### src/rtl/reg_skid_rst_y_mode_s.sv
// Two-entry valid/ready skid buffer with fully registered handshake outputs.
// Feeds an enable-gated data register: o_valid acts as its enable and o_data as its payload.
module reg_skid_rst_y_mode_s #(
  parameter int unsigned           DATA_WIDTH = 32,
  parameter logic [DATA_WIDTH-1:0] RST_VAL    = '0
) (
  input  logic                  i_clk,
  input  logic                  i_rst,
  input  logic                  i_valid,
  output logic                  o_ready,
  input  logic [DATA_WIDTH-1:0] i_data,
  output logic                  o_valid,
  input  logic                  i_ready,
  output logic [DATA_WIDTH-1:0] o_data
);

  // Occupancy: EMPTY holds nothing, BUSY holds o_data, FULL holds o_data plus skid.
  // The unused code 2'b11 behaves as EMPTY.
  typedef enum logic [1:0] {
    EMPTY = 2'b00,
    BUSY  = 2'b01,
    FULL  = 2'b10
  } state_t;

  state_t                state;
  state_t                state_nxt;
  logic [DATA_WIDTH-1:0] skid;
  logic [DATA_WIDTH-1:0] data_nxt;
  logic [DATA_WIDTH-1:0] skid_nxt;
  logic                  in_fire;
  logic                  out_fire;

  assign in_fire  = i_valid & o_ready;
  assign out_fire = o_valid & i_ready;

  // State and handshake flags; flags are derived from the next state so they are plain flops.
  always_ff @(posedge i_clk) begin
    if (i_rst) begin
      state   <= EMPTY;
      o_valid <= 1'b0;
      o_ready <= 1'b0;
    end else begin
      state   <= state_nxt;
      o_valid <= (state_nxt != EMPTY);
      o_ready <= (state_nxt != FULL);
    end
  end

  // Payload registers: output word and the single skid entry.
  always_ff @(posedge i_clk) begin
    if (i_rst) begin
      o_data <= RST_VAL;
      skid   <= RST_VAL;
    end else begin
      o_data <= data_nxt;
      skid   <= skid_nxt;
    end
  end

  // Next-state and next-payload selection.
  always_comb begin
    state_nxt = state;
    data_nxt  = o_data;
    skid_nxt  = skid;
    case (state)
      BUSY: begin
        if (in_fire && out_fire) begin
          data_nxt = i_data;
        end else if (in_fire) begin
          state_nxt = FULL;
          skid_nxt  = i_data;
        end else if (out_fire) begin
          state_nxt = EMPTY;
        end
      end
      FULL: begin
        // Upstream is stalled here; only the skid word can advance.
        if (out_fire) begin
          state_nxt = BUSY;
          data_nxt  = skid;
        end
      end
      default: begin
        if (in_fire) begin
          state_nxt = BUSY;
          data_nxt  = i_data;
        end
      end
    endcase
  end

endmodule

### config.mk
export PLATFORM = sky130hd
export DESIGN_NAME = reg_skid_rst_y_mode_s
export DESIGN_NICKNAME = d
export VERILOG_FILES = /design/src/rtl/reg_skid_rst_y_mode_s.sv
export SDC_FILE = /design/constraint.sdc
export NUM_CORES = 1
export LEC_CHECK = 0
export CAP_MARGIN = 5
export CORE_MARGIN = 2
export CORE_UTILIZATION = 50
export CTS_CLUSTER_DIAMETER = 30
export DETAILED_ROUTE_END_ITERATION = 16
export GPL_ROUTABILITY_DRIVEN = 0
export HOLD_SLACK_MARGIN = 0.12
export MAX_ROUTING_LAYER = met4
export PLACE_DENSITY_LB_ADDON = 0.1
export SYNTH_ARGS = -nofsm -noshare
export SYNTH_HDL_FRONTEND = slang
export SYNTH_SLANG_ARGS = --single-unit
### constraint.sdc
create_clock -name i_clk -period 2.6 [get_ports i_clk]
set_clock_uncertainty 0.15 [all_clocks]
set_input_delay 0.52 -clock i_clk [delete_from_list [all_inputs] [get_ports i_clk]]
set_output_delay 0.52 -clock i_clk [all_outputs]
set_load 0.02 [all_outputs]
* Word level (Yosys, flattened, before mapping)
Index checks and enable logic that the tools add are counted.
** Operators by class
- Mux-type cells :: 10
- Eq/ne operators :: 5
- Reduce and logical (&&, ||, !) cells :: 5
- Bitwise gates (word level) :: 3
** Operators by type and width (count)
- $mux W32 :: 3
- $pmux W32 S2 :: 1
- $mux W2 :: 5
- $ne A2 B2 Y1 const B :: 3
- $reduce_and A3 Y1 :: 2
- $pmux W2 S2 :: 1
- $reduce_bool A3 Y1 :: 1
- $and A1 B1 Y1 :: 2
- $eq A2 B1 Y1 const B :: 1
- $eq A2 B2 Y1 const B :: 1
- $reduce_bool A2 Y1 :: 1
- $logic_and A1 B1 Y1 :: 1
- $not A1 Y1 :: 1
** Word-level totals
- Word-level logic and storage cells :: 28
- Input bits :: 36
- Output and inout bits :: 34
- Register bits after elaboration :: 68

* Depth between registers and ports, before layout
- Depth in word-level cells :: 6
- Mapped depth :: 9
- Mapped depth without buffers :: 6

* Worst setup path after synthesis
Ideal clock, no wire load.
- Path type :: register -> register
- Start :: register state[0]
- End :: register o_data[12]
- Arrival time :: 1.605 ns
- Slack :: 0.699 ns
- Setup time :: 0.146 ns
- Cell stages (with the launch flop) :: 10
- Data required time :: 2.304 ns
- Path through :: dfxtp_1 inv_1 ha_1 buf_4 nand3b_1 a21oi_2 or2_1 buf_2 buf_6 a211oi_2
** On the way
- Word-level cells in the longest chain between the ends :: 3
- Elaborated cells on any way between the ends :: 7
- Classes of those cells :: eq/ne (4); mux (1); reduce/logical (2)
** RTL lines
- from (decl) :: RTL line 25 : state_t state;
- from (signal assigned) :: RTL line 43 : state <= state_nxt;
- $eq A2 B1 Y1 / $eq A2 B2 Y1 (equally long branches) :: RTL line 65 : case (state)
- $ne A2 B2 Y1 (no line) / $reduce_bool A3 Y1 (equally long branches)
- $reduce_and A3 Y1 (no line)
- to (signal assigned) :: RTL line 55 : o_data <= data_nxt;
- to (decl) :: RTL line 14 : output logic [DATA_WIDTH-1:0] o_data
Several ways; a longest one is shown, not always the timed one.
A chain may end at the register's enable or synchronous reset.

* Final worst setup path
- Start :: register o_ready
- End :: output o_ready
** RTL lines
- from (decl) :: RTL line 10 : output logic o_ready,
- from (signal assigned) :: RTL line 45 : o_ready <= (state_nxt != FULL);
No word-level cell between the ends.

==> impl_metrics.ini <==
[placement]
dpl-instance-area_um2 = 3760
io_buffers = 69
place_hpwl_um = 4390
place_inst = 447

[power]
p_seq_share_pct = 48.1
switchingPower_uw = 628
pwr-share-clk_pct = 33.1
powerDensity_nw_per_um2 = 599
internal_power_mw = 1.73
irDropWorstVdd_uv = 370
pwr-share-comb_pct = 18.8
swShare_pct = 26.6
power.leakage_nw = 1.27

[drt]
wl_per_cell_um = 14.9
drt_pre_antenna_iters = 6
drc = 0
routed_via_density = 5.48
ant_nets = 0
dr_total_vias = 2527
wl_um = 6870
drtIter0Drc = 140

[hold_path]
hold_class = reg -> reg
hold_path_end = skid[16]
hold-path-cell-count = 2
worstHoldStart = skid[16]

[global_routing]
grt_util_met1_pct = 26.5
use_met2_pct = 35.3
grt_pass1_wl_um = 10800
antenna_found_initial = 0
grt.overflow.total = 0
grtUsageMet3_pct = 4.67
grtUsageTotal_pct = 22.0
grt_most_used_layer = met2
grt_max_degree = 33
grt_pass1_vias = 2348

[cells_and_area]
drive_above_1_share_pct = 15.8
syn_to_final_growth_pct = 31.8
fillers = 505
fin_nets = 421
utilization_pct = 67.3
final-instance-count-excl-fill = 461
fin_area_um2 = 3940
num_antenna_cells = 0

[setup_path]
r2r_start = state[0]
cp_max_fo = 7
critical_path.slowest_cell = clkdlybuf4s50_1
required_ns = 1.93
r2r_end = o_data[7]
critPathBufInv = 1
cp.arrival_ns = 1.42
worstPathCellList = clkdlybuf4s50_1
path_class = reg -> out
cpPeakStageDelay_ns = 0.65
start_kind = flop
r2r_slack_ns = 0.58
crit_family = buffers and inverters
cp-end-kind = output pin
ff2ff_path_depth = 6
startpoint = o_ready

[synthesis]
synth_warnings = 0
synthesis.nets = 358
ys_seq_area_share_pct = 45.6
synth_area_um2 = 2990
synth_edf_count = 0
avgSynthCellArea_um2 = 9.34
ys.flop_type = dfxtp_1
ys_async_sr_fraction_pct = 0
synth.most_common_cell = dfxtp_1
synth.largest_area_cell = dfxtp_1
synth_seq_cells = 68
synthDistinctLibCells = 30
synth_top_area_share_pct = 45.6
syn_inst = 320
synthTopCellsByArea = dfxtp_1, a211oi_2, mux2i_1
yosys-top-cells-count = dfxtp_1, nand2_1, a21oi_1

[clocking]
cts.repair.resized = 0
cts.sinks = 68
clk_latency_ns = 0.33
cts_buffer_depth = 2
cts_root_buf = clkbuf_8
cts_tree = done
holdBufCountCts = 0
cts-buffers-inserted = 9
cts_setup_buffers = 0
cts.clk_slew.worst_paths_ns = 0.07
cts_max_level = 3

[sta]
tightest_slew_ns = 0.621
slew_headroom_pct = 58.6
rsz0062_at_grt = false
setup_violations = 0
holdWs_ns = 0.304
hold_viol_final = 0
fin_crit_sh_pct = 80.2
slew_viol_final = 0
tns_ns = 0
fmax_mhz = 479
fin_crit_ns = 2.09

[die]
die_y_um = 81.3
coreArea_um2 = 5850
fp-row-count = 28
die_w_um = 81.3
die_area_um2 = 6610
io_pins = 70
initial_core_util_pct = 51.1

[run]
drv_cap = 0

[status]
outcome = finished, final reports clean
==> stage by stage <==
step	total power [mW]	worst slack [ns]
2_1_floorplan	1.41	0.699
3_3_place_gp	1.60	0.257
3_5_place_dp	1.60	0.205
4_1_cts	2.38	0.498
5_1_grt	2.46	0.437
6_report	2.36	0.514
==> cell type report <==
cell class | instances | area, um^2 | area share, %
sequential | 68 | 1360 | 34.6
timing repair buffer | 81 | 813 | 20.6
clock buffer | 13 | 169 | 4.29
tap | 75 | 93.8 | 2.38
multi-input combinational | 220 | 1480 | 37.6
clock inverter | 1 | 7.51 | 0.191
inverter | 3 | 11.3 | 0.286
==> worst reg2reg max path: stages, from the launching register on <==
cell	delay (ns)
dfxtp_1	0.36
inv_1	0.08
ha_2	0.19
buf_4	0.28
buf_4	0.40
mux2i_1	0.32
a211oi_2	0.10
==> kinds of logic after synthesis <==
family | after synthesis | synth area share (%)
AOI/OAI and AO/OA | 73 | 20.6
buffers and inverters | 32 | 5.36
and+or+nand+nor | 112 | 16.5
DFF | 68 | 45.6
muxes | 32 | 10.7
adders and majority gates | 3 | 1.21
==> cell usage in the layout, fill, tap and decap left out, types with 2 or more instances in the layout <==
cell type	n
inv_1	3
a211oi_2	30
dfxtp_1	68
a21oi_1	34
nor2_1	2
buf_12	3
o31a_1	2
buf_4	9
nand3_1	2
nand2_1	67
mux2i_1	32
clkdlybuf4s50_1	68
clkbuf_8	12
a211oi_1	2
nor3_1	33
==> flip-flops by register name, indices dropped and copies added, names as in the netlist <==
register / flops
o_ready: 1
o_data: 32
skid: 32
state: 2
o_valid: 1
==> power by group through the flow <==
stage | clock (mW) | combinational (mW) | sequential [mW]
floorplan | 0 | 0.199 | 1.21
global placement | 0 | 0.439 | 1.16
detailed placement | 0 | 0.447 | 1.16
CTS | 0.800 | 0.449 | 1.14
global route | 0.842 | 0.476 | 1.14
finish | 0.781 | 0.444 | 1.14
==> metal layers <==
layer / share of wire (%) / vias up
met5: 0 / -
met4: 1.9 / 0
met3: 3.8 / 12
met2: 48 / 60
met1: 47 / 1202
li1: - / 1253
==> worst max-delay path by stage <==
stage                             to  slack (ns)  cells past startpoint
final                        o_ready        0.51                      1
after global routing         o_ready        0.44                      1
after CTS                    o_ready        0.50                      1
after detailed placement     o_ready        0.20                      5
after global placement       o_ready        0.26                      5
after floorplan           o_data[12]        0.70                      9
Note: power is estimated with default switching activity, not from simulation.
